[config.mk]
export PLATFORM = sky130hd
export DESIGN_NAME = serial_port_flat
export DESIGN_NICKNAME = d
export VERILOG_FILES = /design/src/rtl/serial_port_pkg.sv /design/src/rtl/bus_if.sv /design/src/rtl/serial_port_clock_gen.sv /design/src/rtl/serial_port.sv /design/src/flat_wrapper.sv
export SDC_FILE = /design/constraint.sdc
export NUM_CORES = 1
export LEC_CHECK = 0
export BUFFER_PORTS_ARGS = -buffer_cell sky130_fd_sc_hd__buf_2
export CORE_MARGIN = 8
export CORE_UTILIZATION = 30
export DETAILED_ROUTE_END_ITERATION = 7
export SLEW_MARGIN = 0
export SYNTH_ARGS = -nofsm -noshare
export SYNTH_HDL_FRONTEND = slang
export SYNTH_SLANG_ARGS = --single-unit
[constraint.sdc]
create_clock -name clk -period 3.3 [get_ports clk]
set_input_delay 0.495 -clock clk [delete_from_list [all_inputs] [get_ports clk]]
set_output_delay 0.495 -clock clk [all_outputs]
set_load 0.1 [all_outputs]
[src/rtl/serial_port_pkg.sv]
// Serial link types and register addresses shared by serial_port and its clock generator.
// Exposes SB/SC addresses, the serial window bounds and the derived transfer state.
package serial_port_pkg;

  localparam logic [15:0] SB_addr           = 16'hFF01;
  localparam logic [15:0] SC_addr           = 16'hFF02;
  localparam logic [15:0] SERIAL_addr_start = 16'hFF01;
  localparam logic [15:0] SERIAL_addr_end   = 16'hFF02;

  typedef enum logic [1:0] {
    SERIAL_IDLE,
    SERIAL_XFER_INT,
    SERIAL_XFER_EXT
  } serial_state_t;

  function automatic serial_state_t serial_state(
    input logic start,
    input logic clk_sel
  );
    if (!start) return SERIAL_IDLE;
    return clk_sel ? SERIAL_XFER_INT : SERIAL_XFER_EXT;
  endfunction

endpackage

[src/rtl/bus_if.sv]
// MMU-to-peripheral register bus: addr/wdata/read_en/write_en towards the peripheral,
// rdata back. Peripheral_side is the responder view, Mmu_side the requester view.
interface Bus_if;
  logic [15:0] addr;
  logic [7:0]  wdata;
  logic        read_en;
  logic        write_en;
  logic [7:0]  rdata;

  modport Peripheral_side (
    input  addr, wdata, read_en, write_en,
    output rdata
  );

  modport Mmu_side (
    output addr, wdata, read_en, write_en,
    input  rdata
  );
endinterface

[src/rtl/serial_port_clock_gen.sv]
// serial_clock_gen: internal link clock. In: clk, reset, enable (XFER_INT), clear (SC write).
// Out: shift_strobe on the last tick of each bit, serial_clk_out low for the first half-bit.
module serial_clock_gen #(
  parameter int CLKS_PER_BIT = 512
) (
  input  logic clk,
  input  logic reset,
  input  logic enable,
  input  logic clear,
  output logic shift_strobe,
  output logic serial_clk_out
);

  localparam int TW = $clog2(CLKS_PER_BIT);
  localparam logic [TW-1:0] LAST = TW'(CLKS_PER_BIT - 1);
  localparam logic [TW-1:0] HALF = TW'(CLKS_PER_BIT / 2);

  logic [TW-1:0] tick_q, tick_d;

  always_comb begin
    tick_d = tick_q;
    if (clear || !enable) begin
      tick_d = '0;
    end else if (tick_q == LAST) begin
      tick_d = '0;
    end else begin
      tick_d = tick_q + 1'b1;
    end
  end

  always_ff @(posedge clk) begin
    if (reset) tick_q <= '0;
    else       tick_q <= tick_d;
  end

  assign shift_strobe   = enable && !clear && (tick_q == LAST);
  // Idles high whenever the internal clock is not driving the link.
  assign serial_clk_out = !enable || (tick_q >= HALF);

endmodule

[src/rtl/serial_port.sv]
// serial_port: SB/SC register responder with an 8-bit shift link on internal or external clock.
// Ports: bus (Peripheral_side), serial_in/ext_clk in; serial_out, serial_clk_out, serial_irq, tx_byte/tx_valid out.
module serial_port
  import serial_port_pkg::*;
#(
  parameter int CLKS_PER_BIT = 512
) (
  input  logic                 clk,
  input  logic                 reset,
  Bus_if.Peripheral_side       bus,
  input  logic                 serial_in,
  input  logic                 ext_clk,
  output logic                 serial_out,
  output logic                 serial_clk_out,
  output logic                 serial_irq,
  output logic [7:0]           tx_byte,
  output logic                 tx_valid
);

  logic [7:0] sb_q, sb_d;
  logic       start_q, start_d;
  logic       clk_sel_q, clk_sel_d;
  logic [2:0] bit_cnt_q, bit_cnt_d;
  logic       ext_clk_q, ext_clk_d;
  logic [7:0] tx_byte_q, tx_byte_d;
  logic       tx_valid_q, tx_valid_d;
  logic       irq_q, irq_d;

  serial_state_t state;
  logic          sb_wr, sc_wr;
  logic          int_shift, shift, shift_ok;

  assign state = serial_state(start_q, clk_sel_q);
  assign sb_wr = bus.write_en && (bus.addr == SB_addr);
  assign sc_wr = bus.write_en && (bus.addr == SC_addr);

  serial_clock_gen #(
    .CLKS_PER_BIT (CLKS_PER_BIT)
  ) u_clock_gen (
    .clk            (clk),
    .reset          (reset),
    .enable         (state == SERIAL_XFER_INT),
    .clear          (sc_wr),
    .shift_strobe   (int_shift),
    .serial_clk_out (serial_clk_out)
  );

  always_comb begin
    case (state)
      SERIAL_XFER_INT: shift = int_shift;
      SERIAL_XFER_EXT: shift = ext_clk && !ext_clk_q;
      default:         shift = 1'b0;
    endcase
  end

  // A CPU write to SB in the shift cycle replaces the shift entirely.
  assign shift_ok = shift && !sb_wr;

  always_comb begin
    sb_d       = sb_q;
    start_d    = start_q;
    clk_sel_d  = clk_sel_q;
    bit_cnt_d  = bit_cnt_q;
    ext_clk_d  = ext_clk;
    tx_byte_d  = tx_byte_q;
    tx_valid_d = 1'b0;
    irq_d      = 1'b0;

    if (shift_ok) begin
      sb_d      = {sb_q[6:0], serial_in};
      bit_cnt_d = bit_cnt_q + 3'd1;
      if (bit_cnt_q == 3'd7) begin
        start_d = 1'b0;
        irq_d   = 1'b1;
      end
    end

    if (sb_wr) sb_d = bus.wdata;

    // SC writes override any completion in the same cycle.
    if (sc_wr) begin
      start_d   = bus.wdata[7];
      clk_sel_d = bus.wdata[0];
      bit_cnt_d = 3'd0;
      irq_d     = 1'b0;
      if (bus.wdata[7]) begin
        tx_byte_d  = sb_q;
        tx_valid_d = 1'b1;
      end
    end
  end

  always_ff @(posedge clk) begin
    if (reset) begin
      sb_q       <= 8'h00;
      start_q    <= 1'b0;
      clk_sel_q  <= 1'b0;
      bit_cnt_q  <= 3'd0;
      ext_clk_q  <= 1'b0;
      tx_byte_q  <= 8'h00;
      tx_valid_q <= 1'b0;
      irq_q      <= 1'b0;
    end else begin
      sb_q       <= sb_d;
      start_q    <= start_d;
      clk_sel_q  <= clk_sel_d;
      bit_cnt_q  <= bit_cnt_d;
      ext_clk_q  <= ext_clk_d;
      tx_byte_q  <= tx_byte_d;
      tx_valid_q <= tx_valid_d;
      irq_q      <= irq_d;
    end
  end

  always_comb begin
    bus.rdata = 8'hFF;
    if (bus.read_en) begin
      case (bus.addr)
        SB_addr: bus.rdata = sb_q;
        SC_addr: bus.rdata = {start_q, 6'b111111, clk_sel_q};
        default: bus.rdata = 8'hFF;
      endcase
    end
  end

  assign serial_out = sb_q[7];
  assign serial_irq = irq_q;
  assign tx_byte    = tx_byte_q;
  assign tx_valid   = tx_valid_q;

endmodule

[src/flat_wrapper.sv]
// flat-port wrapper written by rule: the top's interface ports become plain ports
module serial_port_flat import serial_port_pkg::*;
#(
  parameter int CLKS_PER_BIT = 512
)
  (clk, reset, serial_in, ext_clk, serial_out, serial_clk_out, serial_irq, tx_byte, tx_valid, bus_addr, bus_wdata, bus_read_en, bus_write_en, bus_rdata);
  Bus_if bus_i ();
  input  logic clk;
  input  logic reset;
  input  logic serial_in;
  input  logic ext_clk;
  output logic serial_out;
  output logic serial_clk_out;
  output logic serial_irq;
  output logic [7:0] tx_byte;
  output logic tx_valid;
  input wire logic [$bits(bus_i.addr)-1:0] bus_addr;
  input wire logic [$bits(bus_i.wdata)-1:0] bus_wdata;
  input wire logic [$bits(bus_i.read_en)-1:0] bus_read_en;
  input wire logic [$bits(bus_i.write_en)-1:0] bus_write_en;
  output wire logic [$bits(bus_i.rdata)-1:0] bus_rdata;
  assign bus_i.addr = bus_addr;
  assign bus_i.wdata = bus_wdata;
  assign bus_i.read_en = bus_read_en;
  assign bus_i.write_en = bus_write_en;
  assign bus_rdata = bus_i.rdata;
  serial_port #(.CLKS_PER_BIT(CLKS_PER_BIT)) u_core (.clk(clk), .reset(reset), .bus(bus_i), .serial_in(serial_in), .ext_clk(ext_clk), .serial_out(serial_out), .serial_clk_out(serial_clk_out), .serial_irq(serial_irq), .tx_byte(tx_byte), .tx_valid(tx_valid));
endmodule
==> results of run 1 <==
[cells by family after synthesis]
logic type / after synthesis / synth area share, %
and+or+nand+nor: 69 / 25.6
DFF: 33 / 43.5
muxes: 20 / 13.2
AOI/OAI and AO/OA: 17 / 9.56
xor gates and xnor gates: 6 / 3.46
buffers and inverters: 5 / 1.40
adders and majority gates: 4 / 3.30
[report_power, final]
group          switching [mW]  internal, mW
clock network           0.148         0.300
registers            0.000119         0.399
logic                  0.0190        0.0176
[per-stage QoR]
stage	hold WS, ns	instances
6_report	0.424	278
5_1_grt	0.417	278
4_1_cts	0.415	278
3_5_place_dp	0.448	270
3_3_place_gp	0.432	270
2_1_floorplan	0.418	154
[sequential cells by signal (all words and copies together), names as in the netlist]
register and cells:
u_core.u_clock_gen.tick_q 9, u_core.tx_byte 8, u_core.sb_q 8, u_core.tx_valid 1, u_core.bit_cnt_q 3, u_core.serial_irq 1
u_core.ext_clk_q 1, u_core.start_q 1, u_core.clk_sel_q 1
[worst paths after layout]
check,start,to,cells past startpoint
setup reg to reg,u_core.u_clock_gen.tick_q[0],u_core.sb_q[0],9
setup / recovery,bus_addr[3],bus_rdata[2],6
hold / removal,bus_wdata[2],u_core.sb_q[2],2
hold reg to reg,u_core.u_clock_gen.tick_q[0],u_core.u_clock_gen.tick_q[0],1
[cell usage after synthesis (2+ instances only)]
| cell | count |
|---|---|
| buf_2 | 2 |
| nor2b_1 | 2 |
| o22ai_1 | 2 |
| nor2_1 | 23 |
| mux2i_1 | 20 |
| nand2b_1 | 5 |
| nand3_1 | 6 |
| xnor2_1 | 3 |
| inv_1 | 2 |
| nand2_1 | 12 |
| dfxtp_1 | 33 |
| xor2_1 | 3 |
| nand4_1 | 2 |
| ha_1 | 4 |
| or2_1 | 6 |
| o2bb2ai_1 | 8 |
[area by class of cell]
type | instances | area [um2]
Fill cell | 541 | 3040
Multi-Input combinational cell | 116 | 836
Sequential cell | 33 | 661
Timing Repair Buffer | 49 | 245
Tap cell | 70 | 87.6
Clock buffer | 5 | 68.8
Clock inverter | 3 | 65.1
Inverter | 2 | 7.51
[per-layer routing]
| metal | share of wire [%] | up-vias | track usage [%] | wire length (um) |
|---|---|---|---|---|
| met5 | 0 | - | 0 | 0 |
| met1 | 45 | 545 | 11.0 | 1570 |
| met3 | 11 | 2 | 5.19 | 387 |
| met2 | 43 | 34 | 15.3 | 1520 |
| li1 | - | 652 | - | - |
| met4 | 0.54 | 0 | 2.34 | 19 |
==> results by group, run 1 <==
Synthesis
  • Async S/R FF share, synth: 0%
  • Synth top area share: 43.5%
  • Top_reg_cell synth: dfxtp_1
  • Syn_area_per_cell: 9.86 um2
  • Synth area leader: dfxtp_1
  • Register area share after synthesis: 43.5%
  • Synth Instances: 154
  • Synth cell types: 37
  • Synthesized Nets: 188
  • Yosys reg bits: 33
  • Synth area leaders: dfxtp_1 (44%), mux2i_1 (13%), nor2_1 (5.7%)
  • Syn Std Cell Area: 0.00152 mm2
  • YS warnings: 0
  • Post-synth EDFFs: 0

Floorplan
  • Die Height: 87.1 um
  • Initial core utilization: 30.3%
  • Core area: 0.00501 mm2
  • Io pins: 50
  • Num rows: 26
  • Horiz. Die Dim: 87.1 um
  • DIE AREA: 0.00759 mm2

Finish
  • Share of cells above drive strength 1: 32.7%
  • Most common cell after layout, fill and taps aside: buf_2
  • Post-Route Utilization: 39.3%
  • Number of diodes: 0
  • Commonest non-fill, non-tap cells in the layout: buf_2 (49), dfxtp_1 (33), nor2_1 (23), mux2i_1 (20), nand2_1 (12)
  • Nets@finish: 241
  • Cell area after layout: 0.00197 mm2
  • Synth-to-layout area growth: 29.8%

Route
  • Routed via count: 1233
  • Drc violations: 0
  • DRT Wirelength: 3490 um
  • Initial DRC Count: 51
  • Wire per inst: 12.6 um
  • Vias per cell: 4.44
  • Post-route ant nets: 0
  • Number of detailed-route iterations in the first pass: 4

Placement
  • Placed inst area: 0.00184 mm2
  • Buffers on Ports: 49
  • HPWL Detailed: 2750 um
  • Global placement routability congestion: 0.767
  • Pre-CTS setup slack: 0.643 ns

Global route
  • Largest net degree at the start of global routing: 16
  • Number of global-route vias before repair: 1224
  • All-Layer GR Usage: 9.61%
  • Initial antenna violation count: 0
  • First-pass GRT wire length: 5730 um
  • Final global-route overflow total: 0

Power
  • Power per cell area: 448 mW/mm2
  • Final Power: 0.883 mW
  • Max rail drop VDD: 0.000216 V
  • LEAKAGE: 0.918 nW

CTS
  • Clk pin slew, worst setup/hold paths: 0.07 ns
  • Skew-Pair Late Insertion Delay: 0.28 ns
  • Hold-fix buffers, CTS: 0
  • Setup repair bufs after CTS: 0
  • TritonCTS clock tree: built
  • CTS max path bufs: 2
  • H-tree levels: 2
  • Clock Sinks: 33
  • CTS Buf Count: 5
  • Post_cts resized: 0
  • Root buffer cell: clkbuf_8

STA
  • Max-slew violation count: 0
  • Final period util: 80.3%
  • Hold Vio Cnt, Final: 0
  • Clock skew: 0.00665 ns
  • Unrepaired setup endpoints after global routing: no
  • Final setup vio count: 0
  • Total negative slack: 0 ns
  • Slew HR: 60.7%
  • Achievable frequency: 378 MHz
  • Setup WS post-layout: 0.651 ns
  • Tightest Pin Transition: 0.587 ns
  • Tmin final: 2.65 ns

Worst setup path
  • CP dominant cell by count: buf_2
  • Top Family by Delay on Critical Path: simple AND/OR/NAND/NOR gates
  • Worst Path Required: 2.80 ns
  • Setup CP Type: in -> out
  • Crit path largest cell delay: 0.54 ns
  • Internal reg-to-reg setup slack: 1.44 ns
  • CP cell instances: buf_2 -> nor4_4 -> nand3_1 -> or4_4 -> or2_1 -> buf_2
  • Worst EP arrival: 2.15 ns
  • CP max stage cell: or4_4
  • CP Max Fanout: 6
  • Worst setup SP type: primary input
  • CP bufs+invs: 2
  • CP endpoint kind: output pin

Worst hold path
  • Hold/Removal Path Class: in -> reg

Run status
  • Status: complete, no violations

Flow run
  • Max_cap viols: 0
(Power assumes the default switching activity.)
==> run 2, diff against run 1 <==
clock period = 2.2 ns   (was 3.3 ns; I/O delays follow)
==> run 2 against run 1 <==
The run now ends with setup timing left; total power rose by 24%; critical path depth unchanged; critical endpoint is now bus_rdata[3]; clock skew decreased by 0.0023 ns; cell area rose by 5.0%; sequential share of layout area down 1.6 points.
==> results by group, run 2 (same netlist as run 1, synthesis figures left out) <==
Run status
  • Status: finished with violations
  • Failing checks: setup timing

CTS
  • CTS max path bufs: 2 (unchanged)
  • CTS Buf Count: 5 (unchanged)
  • Clock Sinks: 33 (unchanged)
  • H-tree levels: 2 (unchanged)
  • TritonCTS clock tree: built
  • Root buffer cell: clkbuf_8
  • Hold-fix buffers, CTS: 0 (unchanged)
  • Clk pin slew, worst setup/hold paths: 0.07 ns (about the same)
  • Skew-Pair Late Insertion Delay: 0.28 ns (about the same)

Finish
  • Nets@finish: 247 (+2.5%)
  • Synth-to-layout area growth: 36.3%
  • Largest reg by FF count: u_core.u_clock_gen.tick_q
  • Finished Layout Cells: 284 (+2.2%)
  • Number of flip-flops in the largest register: 9 (unchanged)
  • Commonest non-fill, non-tap cells in the layout: buf_2 (41), dfxtp_1 (33), nor2_1 (23), mux2i_1 (20), nand2_1 (12)
  • Post-Route Utilization: 41.3% (+1.9 points)
  • Share of cells above drive strength 1: 36.9% (+4.2 points)
  • Most common cell after layout, fill and taps aside: buf_2
  • Number of diodes: 0 (unchanged)
  • FILL cells: 505 (-6.7%)

Worst setup path
  • CP bufs+invs: 2 (unchanged)
  • Worst setup SP type: primary input
  • Worst r2r src: u_core.u_clock_gen.tick_q[0]
  • Internal reg-to-reg setup slack: 0.32 ns (-1.12 ns)
  • Setup CP Type: in -> out
  • R2r worst-path depth: 9 (unchanged)
  • Crit path largest cell delay: 0.58 ns (+0.04 ns)
  • CP max stage cell: or4_4
  • Worst EP arrival: 1.87 ns (-0.28 ns)
  • CP Max Fanout: 6 (unchanged)
  • Reg-to-Reg End: u_core.sb_q[4]
  • CP endpoint kind: output pin
  • Worst Path Required: 1.87 ns (-0.93 ns)
  • Top Family by Delay on Critical Path: simple AND/OR/NAND/NOR gates
  • CP cell instances: buf_6 -> nor4_4 -> nand3_2 -> or4_4 -> or2_4 -> buf_12

STA
  • Tightest Pin Transition: 0.496 ns (-0.0912 ns)
  • Setup WS post-layout: -0.000525 ns (-0.652 ns)
  • Final period util: 100%
  • Tmin final: 2.20 ns
  • Max-slew violation count: 0 (unchanged)
  • Final setup vio count: 1 (+1)
  • Worst Hold Slack: 0.252 ns (-0.171 ns)
  • Hold Vio Cnt, Final: 0 (unchanged)
  • Clock skew: 0.00435 ns (-0.00230 ns)
  • Slew HR: 67.2% (+6.4 points)
  • Total negative slack: -0.000525 ns (-0.000525 ns)
  • Unrepaired setup endpoints after global routing: yes
  • Achievable frequency: 454 MHz

Placement
  • Dpl cells: 274 (+1.5%)
  • Pre-CTS setup slack: -0.0720 ns (-0.715 ns)
  • Global placement routability congestion: 0.744 (-3.0%)
  • Buffers on Ports: 49 (unchanged)
  • HPWL Detailed: 2730 um (-0.89%)

Route
  • Vias per cell: 4.44 (about the same)
  • Initial DRC Count: 36 (-29%)
  • Routed via count: 1260 (+2.2%)
  • DRT Wirelength: 3590 um (+2.7%)
  • Drc violations: 0 (unchanged)
  • Number of detailed-route iterations in the first pass: 3 (-1)
  • Post-route ant nets: 0 (unchanged)
  • Wire per inst: 12.6 um (+0.55%)

Worst hold path
  • Worst Hold End: u_core.sb_q[2]
  • Hold wc startpoint: bus_wdata[2]
  • Hold Path Cell Cnt: 2 (unchanged)
  • Hold/Removal Path Class: in -> reg

Floorplan
  • Num rows: 26 (unchanged)
  • Initial core utilization: 30.3% (unchanged)
  • Io pins: 50 (unchanged)
  • DIE AREA: 0.00759 mm2 (unchanged)
  • Core area: 0.00501 mm2 (unchanged)
  • Horiz. Die Dim: 87.1 um (unchanged)
  • Die Height: 87.1 um (unchanged)

Global route
  • Largest net degree at the start of global routing: 16 (unchanged)
  • Final global-route overflow total: 0 (unchanged)
  • Initial antenna violation count: 0 (unchanged)
  • Number of global-route vias before repair: 1226 (+0.16%)
  • First-pass GRT wire length: 5840 um (+2.0%)
  • All-Layer GR Usage: 10.0% (+0.44 points)

Flow run
  • Max_cap viols: 0 (unchanged)

Power
  • Max rail drop VDD: 0.000254 V (+17%)
  • Power per cell area: 531 mW/mm2 (+18%)
  • LEAKAGE: 0.974 nW (+6.2%)
==> run 2: cell count changes in the layout (fill, tap and decap cells not counted) <==
| cell | previous run | this run |
|---|---|---|
| buf_2 | 49 | 41 |
| buf_4 | 0 | 6 |
| buf_12 | 0 | 4 |
| buf_6 | 0 | 4 |
| or2_1 | 6 | 2 |
| or2_4 | 0 | 4 |
| bufinv_16 | 2 | 0 |
| clkinv_2 | 1 | 2 |
| clkinvlp_4 | 0 | 1 |
| nand3_1 | 6 | 5 |
| nand3_2 | 0 | 1 |
==> run 2: worst max-delay path by stage <==
stage / start / slack (ns) / end / cells after the start
floorplan: u_core.sb_q[7] / 0.03 / bus_rdata[7] / 2
global placement: bus_addr[3] / -0.04 / bus_rdata[3] / 6
detailed placement: bus_addr[3] / -0.07 / bus_rdata[2] / 6
CTS: bus_addr[3] / 0.007 / bus_rdata[2] / 6
global route: bus_addr[4] / -0.06 / bus_rdata[3] / 6
finish: bus_addr[4] / -0.0005 / bus_rdata[3] / 6
==> run 2: worst register-to-register path, stage by stage, from the launching register on <==
cell	delay, ns
dfxtp_1	0.36
ha_1	0.24
nand3_1	0.09
nor2_1	0.10
ha_1	0.17
nand2_1	0.07
a21boi_2	0.22
o21a_2	0.23
mux2i_1	0.20
o2bb2ai_1	0.08
==> run 2: power by group <==
part / leakage [nW] / total (mW) / switching [mW] / internal, mW
Sequential: 0.266 / 0.598 / 0.000170 / 0.598
Clock: 0.0439 / 0.439 / 0.221 / 0.218
Combinational: 0.665 / 0.0603 / 0.0294 / 0.0309
==> run 2: final cells by class <==
class	instances	area, um2	share of cell area [%]
repair buffers	55	375	18.1
clock inverters	3	17.5	0.847
flip-flops and latches	33	661	31.9
multi-input cells	116	851	41.1
clock buffers	5	68.8	3.33
inverters	2	7.51	0.363
well taps	70	87.6	4.23
==> run 2: timing repair <==
item,in CTS,in global routing
setup endpoints to repair,6,6
buffers inserted,0,2
resized for setup,12,15
pin swaps,0,5
==> run 2: layer usage <==
metal  wire (um)  track usage [%]  vias up
met2        1620             16.1       32
met4          43             3.28        0
li1            -                -      662
met3         327             4.91        5
met5           0                0        -
met1        1600             11.3      561
==> run 2: stage by stage <==
stage / cell area (um2) / power (mW)
6_report: 2070 / 1.10
5_1_grt: 2070 / 1.15
4_1_cts: 1990 / 1.11
3_5_place_dp: 1870 / 0.669
3_3_place_gp: 1870 / 0.669
2_1_floorplan: 1520 / 0.632
==> run 3, diff against run 2 <==
CAP_MARGIN = 20   (was unset)
CELL_PAD_IN_SITES_DETAIL_PLACEMENT = 0   (was unset)
CELL_PAD_IN_SITES_GLOBAL_PLACEMENT = 2   (was unset)
CORE_UTILIZATION = 26   (was 30)
PLACE_DENSITY_LB_ADDON = 0.1   (was unset)
SETUP_SLACK_MARGIN = 0.5   (was unset)
==> run 3 against run 2 <==
The run now ends clean; die area grew 12%; global-route usage down 0.73 points; worst hold slack gained 0.0021 ns; flip-flop and latch count is the same; clock-buffer cell count increased by 2; cell count increased by 4.9%; register-to-register slack better by 0.20 ns; clock skew hardly changed; fmax up 4.2%; critical endpoint is now bus_rdata[1]; largest cell class unchanged; largest power group unchanged; highest routed layer unchanged.
==> results by group, run 3 (same netlist as run 1, synthesis figures left out) <==
CTS
  • Clk pin slew, worst setup/hold paths: 0.06 ns (about the same)
  • Clock Sinks: 33 (unchanged)
  • TritonCTS clock tree: built
  • H-tree levels: 2 (unchanged)
  • CTS max path bufs: 2 (unchanged)
  • Skew-Pair Late Insertion Delay: 0.28 ns (about the same)
  • Hold-fix buffers, CTS: 0 (unchanged)
  • CTS Buf Count: 5 (unchanged)
  • Root buffer cell: clkbuf_8

Floorplan
  • Core area: 0.00578 mm2 (+15%)
  • Horiz. Die Dim: 92.4 um (+6.1%)
  • DIE AREA: 0.00854 mm2 (+12%)
  • Die Height: 92.4 um (+6.1%)
  • Initial core utilization: 26.3% (-4.0 points)
  • Num rows: 28 (+7.7%)
  • Io pins: 50 (unchanged)

Global route
  • Largest net degree at the start of global routing: 16 (unchanged)
  • Final global-route overflow total: 0 (unchanged)
  • Number of global-route vias before repair: 1376 (+12%)
  • All-Layer GR Usage: 9.31% (-0.73 points)
  • First-pass GRT wire length: 6380 um (+9.2%)
  • Initial antenna violation count: 0 (unchanged)

STA
  • Final period util: 96.0% (-4.1 points)
  • Unrepaired setup endpoints after global routing: yes
  • Slew HR: 66.8% (-0.32 points)
  • Hold Vio Cnt, Final: 0 (unchanged)
  • Achievable frequency: 474 MHz (+4.2%)
  • Clock skew: 0.00391 ns (-0.000438 ns)
  • Final setup vio count: 0 (-1)
  • Tmin final: 2.11 ns (-0.0892 ns)
  • Max-slew violation count: 0 (unchanged)
  • Tightest Pin Transition: 0.496 ns (+0.000283 ns)

Finish
  • Cell area after layout: 0.00237 mm2 (+15%)
  • Number of diodes: 0 (unchanged)
  • Post-Route Utilization: 41.0% (-0.24 points)
  • Largest reg by FF count: u_core.u_clock_gen.tick_q
  • Most common cell after layout, fill and taps aside: buf_2
  • Nets@finish: 256 (+3.6%)
  • Commonest non-fill, non-tap cells in the layout: buf_2 (40), dfxtp_1 (26), nor2_1 (22), mux2i_1 (19), buf_4 (12)
  • Synth-to-layout area growth: 56.3%
  • Number of flip-flops in the largest register: 9 (unchanged)
  • Share of cells above drive strength 1: 49.3% (+12 points)
  • FILL cells: 577 (+14%)

Power
  • Max rail drop VDD: 0.000332 V (+31%)
  • Internal power: 1.00 mW (+18%)
  • Clk pwr share: 46.6% (+6.6 points)
  • LEAKAGE: 1.14 nW (+17%)
  • Psw: 0.247 mW (-1.3%)
  • Logic pwr share: 5.4% (about the same)
  • Power per cell area: 526 mW/mm2 (-0.89%)
  • Sw Share: 19.8% (-3.0 points)
  • Sequential power share: 48.0% (-6.5 points)

Placement
  • Placed inst area: 0.00189 mm2 (+1.3%)
  • Global placement routability congestion: 0.775 (+4.1%)
  • HPWL Detailed: 3020 um (+11%)
  • Buffers on Ports: 49 (unchanged)

Run status
  • Status: complete, no violations

Route
  • Routed via count: 1328 (+5.4%)
  • DRT Wirelength: 4060 um (+13%)
  • Wire per inst: 13.6 um (+7.9%)
  • Number of detailed-route iterations in the first pass: 4 (+1)
  • Drc violations: 0 (unchanged)
  • Initial DRC Count: 34 (-5.6%)
  • Vias per cell: 4.46 (+0.45%)
  • Post-route ant nets: 0 (unchanged)

Worst setup path
  • Worst setup SP type: primary input
  • Top Family by Delay on Critical Path: simple AND/OR/NAND/NOR gates
  • CP max stage cell: or4_4
  • Worst Path Required: 1.87 ns (about the same)
  • CP dominant cell by count: buf_6
  • Crit path largest cell delay: 0.48 ns (-0.10 ns)
  • Setup CP Type: in -> out
  • CP endpoint kind: output pin
  • CP cell instances: buf_6 -> nor4_4 -> nand3_2 -> or4_4 -> or2_4 -> buf_6
  • Worst EP arrival: 1.78 ns (-0.09 ns)
  • CP Max Fanout: 6 (unchanged)
  • CP bufs+invs: 2 (unchanged)

Worst hold path
  • Hold/Removal Path Class: in -> reg

Flow run
  • Max_cap viols: 0 (unchanged)
run 3: path summary, 6_finish.rpt:
kind / startpoint / endpoint / slack (ns) / depth (start not counted)
max: bus_addr[3] / bus_rdata[1] / 0.09 / 6
min: bus_wdata[1] / u_core.sb_q[1] / 0.25 / 2
max reg2reg: u_core.u_clock_gen.tick_q[5] / u_core.sb_q[0] / 0.52 / 9
min reg2reg: u_core.bit_cnt_q[1] / u_core.bit_cnt_q[1] / 0.47 / 2
run 3: final cells by class:
| type | count | area (um2) | area share (%) |
|---|---|---|---|
| Multi-Input combinational cell | 116 | 1000 | 42.3 |
| Sequential cell | 33 | 669 | 28.2 |
| Timing Repair Buffer | 64 | 482 | 20.3 |
| Tap cell | 75 | 93.8 | 3.96 |
| Clock buffer | 7 | 86.3 | 3.64 |
| Clock inverter | 1 | 30.0 | 1.27 |
| Inverter | 2 | 7.51 | 0.316 |
run 3: power by group through the flow:
stage / clock network, mW / registers [mW] / logic, mW
3_3_place_gp: 0 / 0.612 / 0.0583
4_1_cts: 0.606 / 0.598 / 0.0630
3_5_place_dp: 0 / 0.612 / 0.0590
2_1_floorplan: 0 / 0.612 / 0.0207
6_report: 0.582 / 0.598 / 0.0676
5_1_grt: 0.637 / 0.598 / 0.0733
run 3: repair_timing:
item	CTS	global route
endpoints found under the setup margin	21	30
cloned	0	1
pin swaps	6	12
resized for setup	41	27
buffers inserted	5	5
run 3: metal layers:
metal  global-route usage (%)  routed length (um)
met4                     2.82                  38
met5                        0                   0
met1                     9.95                1680
met3                     3.64                 245
met2                     16.5                2100
run 3: per-stage QoR:
| stage | setup TNS, ns | std cells | hold slack [ns] | total power [mW] | setup WS (ns) |
|---|---|---|---|---|---|
| floorplan | 0 | 154 | 0.399 | 0.633 | 0.281 |
| global placement | -0.0451 | 279 | 0.429 | 0.670 | -0.0268 |
| finish | 0 | 298 | 0.254 | 1.25 | 0.0887 |
| detailed placement | -0.259 | 279 | 0.440 | 0.671 | -0.0610 |
| CTS | 0 | 292 | 0.246 | 1.27 | 0.0633 |
| global route | 0 | 298 | 0.241 | 1.31 | 0.0259 |
